File: src/rtl/mcdt_pkg.sv
// Shared constants for the mcdt demultiplexer: word width, channel count, id encoding.
// No logic here; the id decode helper maps a legal source id to a one-hot channel select.
package mcdt_pkg;

  localparam int MCDT_DW = 32;
  localparam int NUM_CH  = 3;
  localparam int ID_W    = 2;

  localparam logic [ID_W-1:0] ID_ILLEGAL = 2'd3;

  // Illegal ids decode to no channel at all, so the word can never land in a buffer.
  function automatic logic [NUM_CH-1:0] id_onehot(input logic [ID_W-1:0] id);
    logic [NUM_CH-1:0] sel;
    sel = '0;
    for (int n = 0; n < NUM_CH; n++) begin
      if (id == ID_W'(n)) sel[n] = 1'b1;
    end
    return sel;
  endfunction

endpackage

File: src/rtl/mcdt_demux_fifo.sv
// Single-clock show-ahead FIFO: head word registered, visible one cycle after push into empty.
// A push while full is accepted only with a pop on the same edge; the caller flags the drop.
module mcdt_demux_fifo #(
  parameter int DW    = 32,
  parameter int DEPTH = 4
) (
  input  logic                     clk_i,
  input  logic                     rst_i,
  input  logic                     push_vld,
  input  logic [DW-1:0]            push_dat,
  input  logic                     pop_rdy,
  output logic [DW-1:0]            head_dat,
  output logic [$clog2(DEPTH):0]   count,
  output logic                     full,
  output logic                     empty
);

  localparam int PW = $clog2(DEPTH);
  localparam int CW = PW + 1;

  logic [DW-1:0] mem [DEPTH];
  logic [PW-1:0] wr_ptr;
  logic [PW-1:0] rd_ptr;
  logic [PW-1:0] rd_ptr_d;
  logic [CW-1:0] cnt_q;
  logic [CW-1:0] cnt_d;
  logic [CW-1:0] remain;
  logic [DW-1:0] head_q;
  logic [DW-1:0] head_d;
  logic          push;
  logic          pop;

  assign full     = (cnt_q == CW'(DEPTH));
  assign empty    = (cnt_q == '0);
  assign pop      = !empty && pop_rdy;
  assign push     = push_vld && (!full || pop);
  assign count    = cnt_q;
  assign head_dat = head_q;

  // The head register is the oldest word after this edge's push/pop settle. When the
  // buffer becomes just the incoming word, take it straight from the input since the
  // memory write lands on the same edge.
  always_comb begin
    cnt_d    = cnt_q;
    rd_ptr_d = rd_ptr + PW'(pop);
    remain   = cnt_q - CW'(pop);
    head_d   = head_q;
    case ({push, pop})
      2'b10:   cnt_d = cnt_q + 1'b1;
      2'b01:   cnt_d = cnt_q - 1'b1;
      default: cnt_d = cnt_q;
    endcase
    if (push && remain == '0) begin
      head_d = push_dat;
    end else if (remain != '0) begin
      head_d = mem[rd_ptr_d];
    end
  end

  always_ff @(posedge clk_i) begin
    if (push) mem[wr_ptr] <= push_dat;
  end

  always_ff @(posedge clk_i or posedge rst_i) begin
    if (rst_i) begin
      wr_ptr <= '0;
      rd_ptr <= '0;
      cnt_q  <= '0;
      head_q <= '0;
    end else begin
      if (push) wr_ptr <= wr_ptr + 1'b1;
      rd_ptr <= rd_ptr_d;
      cnt_q  <= cnt_d;
      head_q <= head_d;
    end
  end

endmodule

File: src/rtl/mcdt_demux.sv
// Routes mcdt words to three per-channel show-ahead buffers; one cycle push-to-head latency.
// No input back-pressure: words for a full buffer or an illegal id are dropped and flagged sticky.
module mcdt_demux
  import mcdt_pkg::*;
#(
  parameter int DW    = MCDT_DW,
  parameter int DEPTH = 4
) (
  input  logic                     clk_i,
  input  logic                     rst_i,
  input  logic [DW-1:0]            mcdt_data_i,
  input  logic                     mcdt_val_i,
  input  logic [ID_W-1:0]          mcdt_id_i,
  output logic [DW-1:0]            ch0_data_o,
  output logic                     ch0_valid_o,
  input  logic                     ch0_ready_i,
  output logic [$clog2(DEPTH):0]   ch0_count_o,
  output logic [DW-1:0]            ch1_data_o,
  output logic                     ch1_valid_o,
  input  logic                     ch1_ready_i,
  output logic [$clog2(DEPTH):0]   ch1_count_o,
  output logic [DW-1:0]            ch2_data_o,
  output logic                     ch2_valid_o,
  input  logic                     ch2_ready_i,
  output logic [$clog2(DEPTH):0]   ch2_count_o,
  output logic [NUM_CH-1:0]        ovf_o,
  output logic                     id_err_o,
  input  logic                     err_clr_i
);

  localparam int CW = $clog2(DEPTH) + 1;

  logic [NUM_CH-1:0] ch_sel;
  logic [NUM_CH-1:0] ch_push;
  logic [NUM_CH-1:0] ch_rdy;
  logic [NUM_CH-1:0] ch_full;
  logic [NUM_CH-1:0] ch_empty;
  logic [NUM_CH-1:0] ovf_set;
  logic [DW-1:0]     ch_dat [NUM_CH];
  logic [CW-1:0]     ch_cnt [NUM_CH];
  logic [NUM_CH-1:0] ovf_q;
  logic              id_err_q;
  logic              id_err_set;

  assign ch_sel     = id_onehot(mcdt_id_i);
  assign ch_push    = ch_sel & {NUM_CH{mcdt_val_i}};
  assign ch_rdy     = {ch2_ready_i, ch1_ready_i, ch0_ready_i};
  assign id_err_set = mcdt_val_i && (mcdt_id_i == ID_ILLEGAL);

  // A pop on the same edge frees the slot, so only a full buffer with no pop overflows.
  assign ovf_set = ch_push & ch_full & ~(ch_rdy & ~ch_empty);

  for (genvar n = 0; n < NUM_CH; n++) begin : g_ch
    mcdt_demux_fifo #(
      .DW    (DW),
      .DEPTH (DEPTH)
    ) u_fifo (
      .clk_i    (clk_i),
      .rst_i    (rst_i),
      .push_vld (ch_push[n]),
      .push_dat (mcdt_data_i),
      .pop_rdy  (ch_rdy[n]),
      .head_dat (ch_dat[n]),
      .count    (ch_cnt[n]),
      .full     (ch_full[n]),
      .empty    (ch_empty[n])
    );
  end

  // Set beats clear when both happen on the same edge.
  always_ff @(posedge clk_i or posedge rst_i) begin
    if (rst_i) begin
      ovf_q    <= '0;
      id_err_q <= 1'b0;
    end else begin
      ovf_q    <= ovf_set | (ovf_q & {NUM_CH{~err_clr_i}});
      id_err_q <= id_err_set | (id_err_q & ~err_clr_i);
    end
  end

  assign ovf_o    = ovf_q;
  assign id_err_o = id_err_q;

  assign ch0_data_o  = ch_dat[0];
  assign ch1_data_o  = ch_dat[1];
  assign ch2_data_o  = ch_dat[2];
  assign ch0_count_o = ch_cnt[0];
  assign ch1_count_o = ch_cnt[1];
  assign ch2_count_o = ch_cnt[2];
  assign ch0_valid_o = ~ch_empty[0];
  assign ch1_valid_o = ~ch_empty[1];
  assign ch2_valid_o = ~ch_empty[2];

endmodule

File: config.mk
export PLATFORM = sky130hd
export DESIGN_NAME = mcdt_demux
export DESIGN_NICKNAME = d
export VERILOG_FILES = /design/src/rtl/mcdt_pkg.sv /design/src/rtl/mcdt_demux_fifo.sv /design/src/rtl/mcdt_demux.sv
export SDC_FILE = /design/constraint.sdc
export NUM_CORES = 1
export LEC_CHECK = 0
export ABC_AREA = 1
export BUFFER_PORTS_ARGS = -buffer_cell sky130_fd_sc_hd__buf_4
export CAP_MARGIN = 20
export CELL_PAD_IN_SITES_DETAIL_PLACEMENT = 1
export CELL_PAD_IN_SITES_GLOBAL_PLACEMENT = 1
export CORE_MARGIN = 4
export CORE_UTILIZATION = 48
export DETAILED_ROUTE_END_ITERATION = 8
export PLACE_DENSITY = 0.8
export SLEW_MARGIN = 20
export SYNTH_ARGS = -nofsm -noshare
export SYNTH_HDL_FRONTEND = slang
export SYNTH_HIERARCHICAL = 1
export SYNTH_SLANG_ARGS = --single-unit
File: constraint.sdc
create_clock -name clk_i -period 2.82 [get_ports clk_i]
set_input_delay 0.564 -clock clk_i [delete_from_list [all_inputs] [get_ports clk_i]]
set_output_delay 0.564 -clock clk_i [all_outputs]
set_load 0.02 [all_outputs]
==> flow_metrics.py <==
metrics = {
    "status": {
        "outcome": "finished clean",
    },
    "clock_tree": {
        "ctsResizeCount": 0,
        "cts_buffers": 51,
        "cts_root_buffer": "clkbuf_16",
        "clkSinkCount": 505,
        "cts_tree": "done",
        "cts.reportedPaths.clkPinSlew_ns": 0.06,
        "cts_hold_buf": 1,
        "cts_max_level": 2,
        "postCtsSetupRepairBufs": 0,
        "clk_latency_ns": 0.60,
        "clockBufferDepth": 3,
    },
    "layout": {
        "mostFrequentLayoutCells": "nand2_1 (703), edfxtp_1 (384), inv_1 (218), buf_4 (177), o21ai_0 (146)",
        "fin_nets": 2147,
        "area_growth_pct": 17.42,
        "final_common_cell": "nand2_1",
        "stdcell_count": 2715,
        "drive_gt1_share_pct": 15.40,
        "antenna_cells": 0,
    },
    "grt": {
        "grt_pass1_wl_mm": 92.39,
        "grt_max_degree": 73,
        "grt.overflow.total": 0,
        "grt_use_total_pct": 25.52,
        "antenna_found_initial": 0,
        "grt_pass1_vias": 16270,
    },
    "timing": {
        "whs_ns": 0.2359,
        "setup_viol": 0,
        "period_minus_slack_ns": 2.417,
        "worst-slew-pin-transition_ns": 0.8953,
        "slew_viol_final": 0,
        "finClkSkew_ns": 0.02244,
        "post-route-period-util_pct": 85.72,
        "hold_viol": 0,
        "rsz0062_at_grt": "no",
        "layout_setup_ws_ns": 0.4027,
        "max_slew_margin_pct": 40.24,
        "setup_tns_ns": 0,
        "fmax_ghz": 0.4137,
    },
    "logic_synthesis": {
        "synthArstFlopShare_pct": 23.96,
        "synth_seq_cells": 505,
        "ys_top_cells_by_area": "edfxtp_1 (55%), dfrtp_1 (14%), nand2_1 (12%)",
        "yosysTopAreaCell": "edfxtp_1",
        "yosys.cell_types.count": 30,
        "ys_seq_area_share_pct": 68.93,
        "synth_top_area_share_pct": 54.60,
        "synthFlopType": "edfxtp_1",
        "yosysWarnings": 6,
        "syn_nets": 1986,
        "avgSynthCellArea_sq_um": 10.96,
        "syn_area_sq_um": 21120,
        "synth_edf_count": 384,
        "syn_inst": 1927,
    },
    "floorplan": {
        "rows": 76,
        "die_h_microns": 217.8,
        "initial_core_util_pct": 48.81,
        "die_area_sq_um": 47420,
        "die_w_microns": 217.8,
        "ioPinCount": 153,
        "design.core.area_sq_um": 43270,
    },
    "setup_path": {
        "cpMaxStageDelayCell": "ha_4",
        "crit_chain": "nor2_2, nand2_1, nand2_1, inv_1, ha_4, buf_12, nand2_1, o21ai_0, nand2_1, nand2_1, nand2_1, nand3_1",
        "startpoint_type": "flop",
        "worstPathMaxFanout": 38,
        "worst_ep_arrival_time_ns": 2.94,
        "slowest_delay_ns": 0.56,
        "crit_type": "reg -> reg",
        "endpoint_kind": "flop",
        "cp.required_ns": 3.34,
        "critPathMostFrequentCell": "nand2_1",
        "crit_buf_inv": 2,
        "crit_family": "simple AND/OR/NAND/NOR gates",
    },
    "run": {
        "cap_violations": 0,
    },
    "place": {
        "dp.cells": 2619,
        "port_buffers": 152,
        "gp_congestion": 0.7948,
        "pre_cts_slack_ns": 0.4538,
        "place_hpwl_mm": 36.71,
    },
    "routing": {
        "wire_per_inst_microns": 22.41,
        "viasPerCell": 5.429,
        "dr.pass1.iters": 5,
        "vias": 14740,
        "drt_iter0_drc": 1032,
        "drt.antenna.violating_nets": 0,
        "wl_mm": 60.86,
        "drc": 0,
    },
    "pwr": {
        "power.density_cell_area_nw_per_um2": 1158,
        "peakVddDrop_mv": 0.5486,
        "leakage_nw": 10.65,
    },
    "worst_hold_path": {
        "hold_path.class": "in -> reg",
    },
}
[sequential cells by signal, indices dropped and copies added, names as in the netlist]
name / flops
g_ch.u_fifo/mem: 384
g_ch.u_fifo/count: 9
g_ch.u_fifo/wr_ptr: 6
g_ch.u_fifo/head_dat: 96
id_err_o: 1
g_ch.u_fifo/rd_ptr: 6
ovf_o: 3
[worst register-to-register path: stages (launching register included)]
cell and delay [ns]:
dfrtp_1 0.43, nor2_2 0.19, nand2_1 0.11, nand2_1 0.10
inv_1 0.08, ha_4 0.56, buf_12 0.27, nand2_1 0.08
o21ai_0 0.12, nand2_1 0.12, nand2_1 0.12, nand2_1 0.06
nand3_1 0.11
[through the flow]
| stage | power (mW) | utilization (%) | area, sq um |
|---|---|---|---|
| 2_1_floorplan | 17.42 | - | 21120 |
| 3_3_place_gp | 20.86 | 53.21 | 23020 |
| 3_5_place_dp | 21.58 | 53.21 | 23020 |
| 4_1_cts | 28.92 | 57.32 | 24800 |
| 5_1_grt | 30.43 | 57.32 | 24800 |
| 6_report | 28.73 | 57.32 | 24800 |
[final cells by class]
cell class,count,area [sq um]
timing repair buffer,192,1619
clock inverter,23,269.0
sequential,505,14560
clock buffer,72,1498
multi-input combinational,1104,5245
tap,585,732.0
inverter,234,878.3
fill,4559,18470
[worst paths after layout]
kind / startpoint / slack (ns) / end / cells past startpoint
worst min register to register: g_ch[1].u_fifo/head_dat[9] / 0.49 / g_ch[1].u_fifo/head_dat[9] / 2
worst max-delay path: g_ch[2].u_fifo/count[1] / 0.40 / g_ch[2].u_fifo/head_dat[9] / 12
worst max register to register: g_ch[2].u_fifo/count[1] / 0.40 / g_ch[2].u_fifo/head_dat[9] / 12
min in group asynchronous: rst_i / 0.51 / id_err_o / 3
worst min-delay path: mcdt_id_i[0] / 0.24 / id_err_o / 3
max in group asynchronous: rst_i / 1.25 / g_ch[2].u_fifo/head_dat[13] / 4
[cells by family (layout without fill, tap and decap cells)]
kind of cell | count (synthesis) | count (layout) | share of synthesized area, %
AO/OA/AOI/OAI | 182 | 182 | 4.893
buffers and inverters | 318 | 521 | 6.552
XOR/XNOR | 9 | 9 | 0.4799
AND/OR/NAND/NOR | 870 | 870 | 16.78
multiplexers | 25 | 25 | 1.185
adder cells (fa/ha/maj) | 18 | 18 | 1.173
flip-flops | 505 | 505 | 68.93
[synth_stat cells (15+ instances only)]
| cell type | n |
|---|---|
| edfxtp_1 | 384 |
| nor2_1 | 17 |
| mux2i_1 | 25 |
| ha_1 | 15 |
| inv_1 | 220 |
| nand2_1 | 703 |
| nand3_1 | 131 |
| o21ai_0 | 146 |
| dfrtp_1 | 121 |
| buf_4 | 15 |
| buf_2 | 47 |
| o211ai_1 | 25 |
[power by group]
part | internal [mW] | leakage [nW] | total [mW] | switching (mW)
sequential | 9.27 | 4.93 | 10.2 | 0.881
combinational | 3.89 | 4.85 | 11.5 | 7.56
clock | 4.24 | 0.870 | 7.12 | 2.88
[layer usage]
layer  share of wire, %  vias to the layer above  track usage [%]
met5                  0                        -                0
met4                2.7                        0            8.300
met3                5.7                      102            3.901
met2                 52                      466            46.65
met1                 40                     7550            31.10
li1                   -                     6622                -
(Power assumes the default switching activity.)
